[config.mk]
export PLATFORM = sky130hd
export DESIGN_NAME = relogio_display_scan_flat
export DESIGN_NICKNAME = d
export VERILOG_FILES = /design/src/rtl/relogio_display_scan_if.sv /design/src/rtl/relogio_display_scan.sv /design/src/flat_wrapper.sv
export SDC_FILE = /design/constraint.sdc
export NUM_CORES = 1
export LEC_CHECK = 0
export ABC_AREA = 1
export BUFFER_PORTS_ARGS = -buffer_cell sky130_fd_sc_hd__buf_2
export CORE_UTILIZATION = 55
export CTS_BUF_LIST = sky130_fd_sc_hd__clkbuf_16
export DETAILED_ROUTE_END_ITERATION = 6
export PLACE_DENSITY_LB_ADDON = 0.05
export SYNTH_ARGS = -nofsm -noshare
export SYNTH_HDL_FRONTEND = slang
export SYNTH_SLANG_ARGS = --single-unit
[constraint.sdc]
create_clock -name clk -period 7.3 [get_ports clk]
set_input_delay 0.73 -clock clk [delete_from_list [all_inputs] [get_ports clk]]
set_output_delay 0.73 -clock clk [all_outputs]
set_load 0.02 [all_outputs]
[src/rtl/relogio_display_scan_if.sv]
// Time-in / display-out bundle for the HH.MM.SS scanner.
// Pins are in their physical polarity.
interface relogio_display_scan_if;
  logic [4:0] horas;
  logic [5:0] minutos;
  logic [5:0] segundos;
  logic [5:0] an;
  logic [6:0] seg;
  logic       dp;
  logic       frame_tick;

  modport master (
    output horas,
    output minutos,
    output segundos,
    input  an,
    input  seg,
    input  dp,
    input  frame_tick
  );

  modport slave (
    input  horas,
    input  minutos,
    input  segundos,
    output an,
    output seg,
    output dp,
    output frame_tick
  );
endinterface

[src/rtl/relogio_display_scan.sv]
// 6-digit multiplexed 7-segment scanner for HH.MM.SS.
// Time is snapshotted once per frame so a frame never tears.
module relogio_display_scan #(
  parameter int SCAN_DIV   = 1000,
  parameter int BLANK_CYC  = 2,
  parameter bit ACTIVE_LOW = 1'b1
) (
  input logic             clk,
  input logic             rst,
  relogio_display_scan_if.slave bus
);

  localparam logic [15:0] LAST = 16'(SCAN_DIV - 1);

  logic [15:0] cnt_q, cnt_d;
  logic [2:0]  digit_q, digit_d;
  logic [4:0]  snap_h_q, snap_h_d;
  logic [5:0]  snap_m_q, snap_m_d;
  logic [5:0]  snap_s_q, snap_s_d;
  logic        tick_q, tick_d;
  logic [5:0]  an_q, an_d;
  logic [6:0]  seg_q, seg_d;
  logic        dp_q, dp_d;

  logic        wrap;
  logic        frame;
  logic        blank;
  logic [7:0]  bcd_h, bcd_m, bcd_s;
  logic        bad_h, bad_m, bad_s;
  logic [3:0]  nib;
  logic        dash;

  // Repeated subtract-10 keeps this divider-free.
  function automatic logic [7:0] to_bcd(input logic [5:0] v);
    logic [5:0] r;
    logic [3:0] t;
    r = v;
    t = 4'd0;
    for (int i = 0; i < 6; i++) begin
      if (r >= 6'd10) begin
        r = r - 6'd10;
        t = t + 4'd1;
      end
    end
    return {t, r[3:0]};
  endfunction

  function automatic logic [6:0] seg_of(input logic [3:0] d);
    logic [6:0] s;
    unique case (d)
      4'd0:    s = 7'h3f;
      4'd1:    s = 7'h06;
      4'd2:    s = 7'h5b;
      4'd3:    s = 7'h4f;
      4'd4:    s = 7'h66;
      4'd5:    s = 7'h6d;
      4'd6:    s = 7'h7d;
      4'd7:    s = 7'h07;
      4'd8:    s = 7'h7f;
      4'd9:    s = 7'h6f;
      default: s = 7'h40;
    endcase
    return s;
  endfunction

  generate
    if (BLANK_CYC == 0) begin : g_noblank
      assign blank = 1'b0;
    end else begin : g_blank
      assign blank = cnt_q < 16'(BLANK_CYC);
    end
  endgenerate

  assign bcd_h = to_bcd({1'b0, snap_h_q});
  assign bcd_m = to_bcd(snap_m_q);
  assign bcd_s = to_bcd(snap_s_q);
  assign bad_h = snap_h_q > 5'd23;
  assign bad_m = snap_m_q > 6'd59;
  assign bad_s = snap_s_q > 6'd59;

  always_comb begin
    cnt_d    = cnt_q + 16'd1;
    digit_d  = digit_q;
    snap_h_d = snap_h_q;
    snap_m_d = snap_m_q;
    snap_s_d = snap_s_q;
    an_d     = 6'd0;
    seg_d    = 7'd0;
    dp_d     = 1'b0;
    nib      = 4'd0;
    dash     = 1'b0;

    wrap  = cnt_q == LAST;
    frame = wrap && (digit_q == 3'd5);

    if (wrap) begin
      cnt_d   = 16'd0;
      digit_d = (digit_q == 3'd5) ? 3'd0 : digit_q + 3'd1;
    end
    if (frame) begin
      snap_h_d = bus.horas;
      snap_m_d = bus.minutos;
      snap_s_d = bus.segundos;
    end
    tick_d = frame;

    unique case (digit_q)
      3'd0: begin nib = bcd_h[7:4]; dash = bad_h; end
      3'd1: begin nib = bcd_h[3:0]; dash = bad_h; end
      3'd2: begin nib = bcd_m[7:4]; dash = bad_m; end
      3'd3: begin nib = bcd_m[3:0]; dash = bad_m; end
      3'd4: begin nib = bcd_s[7:4]; dash = bad_s; end
      default: begin nib = bcd_s[3:0]; dash = bad_s; end
    endcase

    if (!blank) begin
      an_d  = 6'b100000 >> digit_q;
      seg_d = dash ? 7'h40 : seg_of(nib);
      dp_d  = (digit_q == 3'd1) || (digit_q == 3'd3);
    end
  end

  always_ff @(posedge clk) begin
    if (rst) begin
      cnt_q    <= 16'd0;
      digit_q  <= 3'd0;
      snap_h_q <= 5'd0;
      snap_m_q <= 6'd0;
      snap_s_q <= 6'd0;
      tick_q   <= 1'b0;
      an_q     <= 6'd0;
      seg_q    <= 7'd0;
      dp_q     <= 1'b0;
    end else begin
      cnt_q    <= cnt_d;
      digit_q  <= digit_d;
      snap_h_q <= snap_h_d;
      snap_m_q <= snap_m_d;
      snap_s_q <= snap_s_d;
      tick_q   <= tick_d;
      an_q     <= an_d;
      seg_q    <= seg_d;
      dp_q     <= dp_d;
    end
  end

  assign bus.an         = ACTIVE_LOW ? ~an_q  : an_q;
  assign bus.seg        = ACTIVE_LOW ? ~seg_q : seg_q;
  assign bus.dp         = ACTIVE_LOW ? ~dp_q  : dp_q;
  assign bus.frame_tick = tick_q;

endmodule

[src/flat_wrapper.sv]
// flat-port wrapper written by rule: the top's interface ports become plain ports
module relogio_display_scan_flat 
#(
  parameter int SCAN_DIV   = 1000,
  parameter int BLANK_CYC  = 2,
  parameter bit ACTIVE_LOW = 1'b1
)
  (clk, rst, bus_horas, bus_minutos, bus_segundos, bus_an, bus_seg, bus_dp, bus_frame_tick);
  relogio_display_scan_if bus_i ();
  input logic clk;
  input logic rst;
  input wire logic [$bits(bus_i.horas)-1:0] bus_horas;
  input wire logic [$bits(bus_i.minutos)-1:0] bus_minutos;
  input wire logic [$bits(bus_i.segundos)-1:0] bus_segundos;
  output wire logic [$bits(bus_i.an)-1:0] bus_an;
  output wire logic [$bits(bus_i.seg)-1:0] bus_seg;
  output wire logic [$bits(bus_i.dp)-1:0] bus_dp;
  output wire logic [$bits(bus_i.frame_tick)-1:0] bus_frame_tick;
  assign bus_i.horas = bus_horas;
  assign bus_i.minutos = bus_minutos;
  assign bus_i.segundos = bus_segundos;
  assign bus_an = bus_i.an;
  assign bus_seg = bus_i.seg;
  assign bus_dp = bus_i.dp;
  assign bus_frame_tick = bus_i.frame_tick;
  relogio_display_scan #(.SCAN_DIV(SCAN_DIV), .BLANK_CYC(BLANK_CYC), .ACTIVE_LOW(ACTIVE_LOW)) u_core (.clk(clk), .rst(rst), .bus(bus_i));
endmodule
==> out/metrics.cfg, run 1 <==
[place]
port_buffers=33
gp_congestion=0.846
post-dp-hpwl_um=10900
place_area_um2=6520

[detailed_routing]
vias=5794
postRouteAntennaNets=0
drc_errors=0
wl_per_cell_um=11.5
drtPass1Iterations=5
drt_wl_total_um=13100
drtIter0Drc=306
vias_per_cell=5.11

[power]
p_switching_w=0.000131
power.density_nw_per_um2=82.6
power_w=0.000550
swShare_pct=23.8
power.internal_w=0.000420
seq_power_share_pct=51.8
comb_power_share_pct=5.4
clock_power_share_pct=42.8
cellLeakagePower_nw=3.76
ir_drop_mv=0.135

[floorplan]
core_um2=10900
die_w_um=108
ioPinCount=34
start_util_pct=56.9
die_area_um2=11700
chipHeight_um=108
rows=38

[setup_path]
startpoint_type=register
worst-path-max-fanout=8
crit_required_ns=7.50
critPathArrivalTime_ns=6.54
r2r.worst_path.cells=53
r2r-start=u_core.snap_m_q[3]
max_stage_delay_ns=0.37
r2r_slack_ns=0.96
cp_common_cell=nand2_1
crit_slowest_cell=dfxtp_1
worstSetupPathType=register to register
worstSetupEndpointType=register
rr_endpoint=u_core.seg_q[3]

[layout]
drive_gt1_share_pct=22.4
fillers=1090
fin_nets=1056
syn2layout_area_growth_pct=7.43
stdcell_area_um2=6660
diodes=0
final_util_pct=61.2

[global_route]
grt_pass1_vias=5120
grt_pass1_wl_um=22700
track_usage_pct=23.9
antenna_found_initial=0
grt_max_degree=36
overflow=0

[worst_hold_path]
holdPathEnd=u_core.cnt_q[0]
hold_depth=1
min_from=u_core.cnt_q[0]
hold_class=register to register

[sta]
tightest_slew_ns=0.947
max_slew_margin_pct=36.7
slew_viol_final=0
min_period_ns=6.34
setup_viol=0
fin_crit_sh_pct=86.9
holdWs_ns=0.459
hold_viol_final=0
rsz0062_at_grt=false
fin_setup_tns_ns=0
clock-skew-final_ns=0.00548
max_freq_mhz=158

[clocking]
cts_tree=done
cts_buffer_depth=2
post_cts_resized=0
hold_buffers=0
clk_latency_ns=0.31
cts_sinks=51
clk_pin_slew_ns=0.06
cts_post_setup_buffers_inserted=0
htree_levels=2
cts-root-buf=clkbuf_16
cts_buffers=5

[yosys]
netlist.area_leader.share_pct=16.5
syn_area_um2=6200
synth_seq_cells=51
synth-seq-area-share_pct=16.5
synthCells=958
avgSynthCellArea_um2=6.47
yosys_warnings=0
synth_nets=1021
yosys.area.top_type=dfxtp_1
synth_edf_count=0
synth_cell_types=49
synth.top_cells.by_area=dfxtp_1 16%, nand2_1 14%, ha_1 8.9%
ys.flop_type=dfxtp_1
synthArstFlopShare_pct=0

[job]
drv_cap=0

[outcome]
status=finished, final reports clean

-- critical path: cells and delay by family, from the launching register on --
family	cells	cell delay (ns)
AND/OR/NAND/NOR	35	3.46
adder cells (fa/ha/maj)	6	1.23
buffers and inverters	9	0.63
AO/OA/AOI/OAI	3	0.57
flip-flops	1	0.37
-- how the worst max path moves through the flow --
stage | end | cells after the start | start
after floorplan | u_core.seg_q[3] | 52 | u_core.snap_m_q[2]
after global placement | u_core.seg_q[3] | 52 | u_core.snap_m_q[2]
after detailed placement | u_core.seg_q[3] | 53 | u_core.snap_m_q[3]
after CTS | u_core.seg_q[3] | 52 | u_core.snap_m_q[2]
after global routing | u_core.seg_q[3] | 53 | u_core.snap_m_q[3]
final | u_core.seg_q[3] | 53 | u_core.snap_m_q[3]
-- stage by stage --
| step | std cells | worst slack [ns] |
|---|---|---|
| 5_1_grt | 1133 | 0.236 |
| 2_1_floorplan | 958 | 1.72 |
| 6_report | 1133 | 0.955 |
| 4_1_cts | 1133 | 0.965 |
| 3_3_place_gp | 1126 | 1.05 |
| 3_5_place_dp | 1126 | 1.00 |
-- cells in the final DEF (no fill, tap or decap), types with 5 or more instances in the layout --
cell type	Yosys	layout
nand2_2	70	70
nand3_1	60	60
nand4_1	40	40
nor3b_1	5	5
nor2_4	11	11
nor2_2	6	6
nand2_1	225	225
nor2_1	75	75
a21oi_1	40	40
inv_1	128	128
nor3_1	11	11
nand2_4	25	25
o21ai_1	6	6
xor2_1	13	13
o21ai_2	5	5
o21ai_0	31	31
dfxtp_1	51	51
buf_2	0	33
nand3_4	13	13
nand3_2	5	5
clkbuf_16	0	5
xnor2_1	8	8
inv_2	29	29
ha_1	44	44
nor4_1	5	5
nand3b_1	6	6
-- registers in the layout, indices dropped and copies added, names as in the netlist --
name / cells
u_core.snap_m_q: 6
u_core.snap_s_q: 6
u_core.bus.frame_tick: 1
u_core.snap_h_q: 5
u_core.seg_q: 7
u_core.cnt_q: 16
u_core.dp_q: 1
u_core.digit_q: 3
u_core.an_q: 6
-- power groups by stage --
stage / sequential (W) / clock (W) / combinational [W]
floorplan: 0.000291 / 0 / 0.0000180
global placement: 0.000292 / 0 / 0.0000296
detailed placement: 0.000292 / 0 / 0.0000299
CTS: 0.000285 / 0.000238 / 0.0000300
global route: 0.000286 / 0.000247 / 0.0000341
finish: 0.000285 / 0.000235 / 0.0000298
-- area by class of cell --
cell class | count | area [um^2] | share of cell area [%]
timing repair buffer | 33 | 165 | 2.48
clock inverter | 2 | 13.8 | 0.207
tap | 140 | 175 | 2.63
clock buffer | 5 | 125 | 1.88
multi-input combinational | 740 | 4550 | 68.3
sequential | 51 | 1020 | 15.3
inverter | 162 | 611 | 9.17
-- logic make-up (layout without fill, tap and decap cells) --
logic type	Yosys count	in the layout	synth area share, %
buffers and inverters	167	202	10.2
flip-flops	51	51	16.5
XOR/XNOR	22	22	3.23
multiplexers	1	1	0.182
AO/OA/AOI/OAI	105	105	10.1
adder cells (fa/ha/maj)	44	44	8.88
AND/OR/NAND/NOR	568	568	51.0
-- Yosys cell counts (2+ instances only) --
| cell | n |
|---|---|
| nand3b_1 | 6 |
| clkbuf_1 | 5 |
| o21bai_1 | 2 |
| a31oi_1 | 2 |
| nand3_4 | 13 |
| o21ai_2 | 5 |
| nand4_2 | 2 |
| o21ai_0 | 31 |
| nor2_4 | 11 |
| nand2_2 | 70 |
| ha_1 | 44 |
| nand3_2 | 5 |
| nand4_4 | 4 |
| nor3_1 | 11 |
| o2bb2ai_1 | 3 |
| nand2_1 | 225 |
| o211ai_1 | 2 |
| nand4_1 | 40 |
| dfxtp_1 | 51 |
| xor2_1 | 13 |
| or2_2 | 3 |
| o21a_1 | 2 |
| a21oi_2 | 2 |
| xnor2_1 | 8 |
| o21ai_1 | 6 |
| nand2_4 | 25 |
| nor4_1 | 5 |
| nand3_1 | 60 |
| inv_1 | 128 |
| inv_2 | 29 |
| nor2_2 | 6 |
| clkinv_1 | 4 |
| a21oi_1 | 40 |
| nor3b_1 | 5 |
| nor2_1 | 75 |
| o22ai_1 | 2 |
-- layer usage --
layer / part of all wire (%) / track usage (%)
met5: 0 / 0
met4: 1.2 / 6.07
met3: 3.3 / 3.86
met2: 44 / 38.1
met1: 51 / 33.2
Note: power is estimated with default switching activity, not from simulation.
==> inputs of run 2 (changes only) <==
Settings changed: BUFFER_PORTS_ARGS -buffer_cell sky130_fd_sc_hd__buf_2 to -buffer_cell sky130_fd_sc_hd__buf_4.
==> out/metrics.cfg, run 2 (synthesized netlist as in run 1, its figures left out) <==
[outcome]
status=finished, final reports clean  ; unchanged

[job]
drv_cap=0  ; unchanged

[layout]
layout_common_cells=225 x nand2_1, 128 x inv_1, 75 x nor2_1, 70 x nand2_2, 60 x nand3_1  ; unchanged
drive_gt1_share_pct=22.4  ; about the same
regMostFlops=u_core.cnt_q  ; unchanged
multi_input_area_um2=4550  ; unchanged
syn2layout_area_growth_pct=9.28  ; was 7.43%
regArea_um2=1020  ; unchanged
final_util_pct=62.2  ; was 61.2%
fillers=1072  ; was 1090
largest_reg_flops=16  ; unchanged
reg.largest.list=u_core.cnt_q (16), u_core.seg_q (7)  ; unchanged
final_common_cell=nand2_1  ; unchanged
diodes=0  ; unchanged
fin_nets=1056  ; unchanged

[place]
port_buffers=33  ; unchanged
post-dp-hpwl_um=10700  ; was 10900 um
gp_congestion=0.860  ; was 0.846
dp_slack_ns=1.06  ; was 1.00 ns

[clocking]
cts_post_setup_buffers_inserted=0  ; unchanged
cts_buffers=5  ; unchanged
cts_tree=done  ; unchanged
cts_sinks=51  ; unchanged
post_cts_resized=0  ; unchanged
htree_levels=2  ; unchanged
hold_buffers=0  ; unchanged
cts_buffer_depth=2  ; unchanged
clk_pin_slew_ns=0.07  ; was 0.06 ns
cts-root-buf=clkbuf_16  ; unchanged
clk_latency_ns=0.31  ; about the same

[power]
power_w=0.000597  ; was 0.000550 W
power.density_nw_per_um2=88.2  ; was 82.6 nW/um^2
ir_drop_mv=0.166  ; was 0.135 mV
cellLeakagePower_nw=3.81  ; was 3.76 nW

[setup_path]
worst-path-max-fanout=8  ; unchanged
r2r.worst_path.cells=52  ; was 53
worstSetupPathType=register to register  ; unchanged
cp_common_cell=nand2_1  ; unchanged
crit_required_ns=7.50  ; about the same
worstSetupEndpointType=register  ; unchanged
max_stage_delay_ns=0.33  ; was 0.37 ns
startpoint_type=register  ; unchanged
critPathArrivalTime_ns=6.50  ; was 6.54 ns
crit_slowest_cell=o21ai_0  ; was dfxtp_1

[detailed_routing]
postRouteAntennaNets=0  ; unchanged
drc_errors=0  ; unchanged
wl_per_cell_um=11.2  ; was 11.5 um
vias=5725  ; was 5794
drtPass1Iterations=4  ; was 5
drtIter0Drc=237  ; was 306
vias_per_cell=5.05  ; was 5.11
drt_wl_total_um=12700  ; was 13100 um

[floorplan]
rows=38  ; unchanged
start_util_pct=56.9  ; unchanged
die_w_um=108  ; unchanged
ioPinCount=34  ; unchanged
chipHeight_um=108  ; unchanged
die_area_um2=11700  ; unchanged
core_um2=10900  ; unchanged

[sta]
tightest_slew_ns=0.966  ; was 0.947 ns
timing.final.ws_setup_ns=0.993  ; was 0.955 ns
fin_setup_tns_ns=0  ; unchanged
max_freq_mhz=159  ; was 158 MHz
rsz0062_at_grt=false  ; unchanged
setup_viol=0  ; unchanged
slew_viol_final=0  ; unchanged
max_slew_margin_pct=35.5  ; was 36.7%
hold_viol_final=0  ; unchanged
clock-skew-final_ns=0.00815  ; was 0.00548 ns
min_period_ns=6.31  ; was 6.34 ns
fin_crit_sh_pct=86.4  ; was 86.9%

[global_route]
grt_pass1_wl_um=22200  ; was 22700 um
overflow=0  ; unchanged
grt_pass1_vias=5134  ; was 5120
track_usage_pct=23.2  ; was 23.9%
antenna_found_initial=0  ; unchanged
grt_max_degree=36  ; unchanged

[worst_hold_path]
hold_class=register to register  ; unchanged
hold_depth=1  ; unchanged

-- run 2: path summary, 6_finish.rpt --
check	slack, ns	endpoint	startpoint
max reg2reg	0.99	u_core.seg_q[3]	u_core.snap_m_q[2]
min reg2reg	0.46	u_core.cnt_q[0]	u_core.cnt_q[0]
min	0.46	u_core.cnt_q[0]	u_core.cnt_q[0]
max	0.99	u_core.seg_q[3]	u_core.snap_m_q[2]
-- run 2: report_power, final --
part	internal [W]	switching [W]
Combinational	0.0000158	0.0000189
Sequential	0.000283	0.00000202
Clock	0.000163	0.000114
-- run 2: per-layer routing --
layer	GRT usage [%]	up-vias	share of wire (%)
li1	-	3180	-
met1	31.6	2462	52
met2	38.0	72	44
met3	3.62	11	2.9
met4	5.48	0	1.2
met5	0	-	0
-- run 2: critical path, delay by kind of cell, from the launching register on --
family | cells | cell delay (ns)
and+or+nand+nor | 33 | 3.20
AOI/OAI and AO/OA | 3 | 0.57
DFF | 1 | 0.31
buffers and inverters | 9 | 0.64
adders and majority gates | 7 | 1.47
-- run 2: per-stage QoR --
| stage | instances | hold slack (ns) | cell area [um^2] |
|---|---|---|---|
| 2_1_floorplan | 958 | 0.418 | 6200 |
| 3_3_place_gp | 1126 | 0.433 | 6600 |
| 3_5_place_dp | 1126 | 0.439 | 6600 |
| 4_1_cts | 1134 | 0.457 | 6780 |
| 5_1_grt | 1134 | 0.475 | 6780 |
| 6_report | 1134 | 0.457 | 6780 |
-- run 2: final cells by class --
class | instances | share of cell area, %
sequential | 51 | 15.1
clock buffer | 5 | 1.85
clock inverter | 3 | 0.683
timing repair buffer | 33 | 3.66
tap | 140 | 2.59
inverter | 162 | 9.01
multi-input combinational | 740 | 67.1
==> inputs of run 3 (changes only) <==
Settings changed: BUFFER_PORTS_ARGS -buffer_cell sky130_fd_sc_hd__buf_4 to default, DONT_BUFFER_PORTS from default to 1.
==> out/metrics.cfg, run 3 (synthesized netlist as in run 1, its figures left out) <==
[layout]
fillers=1048  ; was 1072
final_util_pct=59.8  ; was 62.2%
syn2layout_area_growth_pct=5.00  ; was 9.28%
drive_gt1_share_pct=19.8  ; was 22.4%
diodes=0  ; unchanged
final_common_cell=nand2_1  ; unchanged
layout_common_cells=225 x nand2_1, 128 x inv_1, 75 x nor2_1, 70 x nand2_2, 60 x nand3_1  ; unchanged
stdcell_area_um2=6510  ; was 6780 um^2
reg.largest.list=u_core.cnt_q (16), u_core.seg_q (7)  ; unchanged
regMostFlops=u_core.cnt_q  ; unchanged
fin_nets=1023  ; was 1056
largest_reg_flops=16  ; unchanged

[detailed_routing]
drtIter0Drc=317  ; was 237
drtPass1Iterations=6  ; was 4
drt_wl_total_um=13200  ; was 12700 um
vias=5772  ; was 5725
wl_per_cell_um=12.0  ; was 11.2 um
drc_errors=0  ; unchanged
vias_per_cell=5.24  ; was 5.05
postRouteAntennaNets=0  ; unchanged

[floorplan]
chipHeight_um=108  ; unchanged
rows=38  ; unchanged
die_area_um2=11700  ; unchanged
die_w_um=108  ; unchanged
start_util_pct=56.9  ; unchanged
core_um2=10900  ; unchanged
ioPinCount=34  ; unchanged

[worst_hold_path]
hold_class=register to register  ; unchanged
min_from=u_core.cnt_q[0]  ; unchanged

[global_route]
grt_pass1_wl_um=22900  ; was 22200 um
grt_max_degree=36  ; unchanged
overflow=0  ; unchanged
track_usage_pct=23.6  ; was 23.2%
grt_pass1_vias=5303  ; was 5134
antenna_found_initial=0  ; unchanged

[power]
comb_power_share_pct=4.0  ; was 5.8%
power_w=0.000549  ; was 0.000597 W
power.internal_w=0.000419  ; was 0.000462 W
seq_power_share_pct=51.9  ; was 47.7%
clock_power_share_pct=44.1  ; was 46.5%
p_switching_w=0.000130  ; was 0.000135 W
power.density_nw_per_um2=84.3  ; was 88.2 nW/um^2
swShare_pct=23.6  ; was 22.7%
cellLeakagePower_nw=3.65  ; was 3.81 nW
ir_drop_mv=0.102  ; was 0.166 mV

[clocking]
hold_buffers=0  ; unchanged
cts_tree=done  ; unchanged
clk_latency_ns=0.29  ; was 0.31 ns
clk_pin_slew_ns=0.07  ; about the same
htree_levels=2  ; unchanged
cts_post_setup_buffers_inserted=0  ; unchanged
cts-root-buf=clkbuf_16  ; unchanged
post_cts_resized=0  ; unchanged
cts_buffers=5  ; unchanged
cts_sinks=51  ; unchanged
cts_buffer_depth=2  ; unchanged

[sta]
hold_viol_final=0  ; unchanged
setup_viol=0  ; unchanged
fin_setup_tns_ns=0  ; unchanged
fin_crit_sh_pct=86.5  ; was 86.4%
max_freq_mhz=158  ; was 159 MHz
tightest_slew_ns=0.974  ; was 0.966 ns
max_slew_margin_pct=34.9  ; was 35.5%
min_period_ns=6.31  ; about the same
clock-skew-final_ns=0.00690  ; was 0.00815 ns
rsz0062_at_grt=false  ; unchanged
slew_viol_final=0  ; unchanged

[outcome]
status=finished, final reports clean  ; unchanged

[setup_path]
max_stage_delay_ns=0.34  ; was 0.33 ns
startpoint_type=register  ; unchanged
cp_common_cell=nand2_1  ; unchanged
crit_family=simple AND/OR/NAND/NOR gates  ; unchanged
crit_path_start=u_core.snap_m_q[2]  ; unchanged
worstSetupEndpointType=register  ; unchanged
worstSetupPathType=register to register  ; unchanged
critPathArrivalTime_ns=6.50  ; about the same
crit_slowest_cell=dfxtp_1  ; was o21ai_0
r2r-start=u_core.snap_m_q[2]  ; unchanged
crit_required_ns=7.49  ; was 7.50 ns
worst-path-max-fanout=8  ; unchanged
path_buf_inv=10  ; was 9

[place]
place_area_um2=6360  ; was 6600 um^2
port_buffers=0  ; was 33
gp_congestion=0.891  ; was 0.860
post-dp-hpwl_um=11000  ; was 10700 um

[job]
drv_cap=0  ; unchanged

run 3: cell count changes in the layout (fill, tap and decap cells not counted), sizes merged:
cell      previous run  this run
clkinvlp             1         0
clkinv               4         6
bufinv               1         0
buf                 33         0
run 3: per-layer routing:
layer  track usage (%)  vias up  wire [um]
li1                  -     3101          -
met1              32.1     2561       6630
met2              40.3      102       6030
met3              2.65        8        467
met4              4.60        0         91
met5                 0        -          0
run 3: path summary, 6_finish.rpt:
path                endpoint  slack [ns]  cells past startpoint
max reg2reg  u_core.seg_q[3]        0.99                     53
min          u_core.cnt_q[0]        0.46                      1
max          u_core.seg_q[3]        0.99                     53
min reg2reg  u_core.cnt_q[0]        0.46                      1
run 3: area by class of cell:
| class | instances | area [um^2] | share of cell area [%] |
|---|---|---|---|
| inverter | 162 | 611 | 9.38 |
| sequential | 51 | 1020 | 15.7 |
| clock inverter | 3 | 28.8 | 0.442 |
| multi-input combinational | 740 | 4550 | 69.9 |
| clock buffer | 5 | 125 | 1.92 |
| tap | 140 | 175 | 2.69 |
run 3: through the flow:
step / setup slack [ns] / instances / hold slack, ns
3_5_place_dp: 1.03 / 1093 / 0.450
4_1_cts: 0.969 / 1101 / 0.464
6_report: 0.988 / 1101 / 0.461
2_1_floorplan: 1.72 / 958 / 0.418
5_1_grt: 0.328 / 1101 / 0.497
3_3_place_gp: 1.12 / 1093 / 0.431
run 3: power groups by stage:
stage | logic (W) | registers, W | clock network [W]
final | 0.0000217 | 0.000285 | 0.000242
after global routing | 0.0000247 | 0.000286 | 0.000258
after CTS | 0.0000221 | 0.000285 | 0.000250
after detailed placement | 0.0000219 | 0.000292 | 0
after global placement | 0.0000218 | 0.000292 | 0
after floorplan | 0.0000180 | 0.000291 | 0
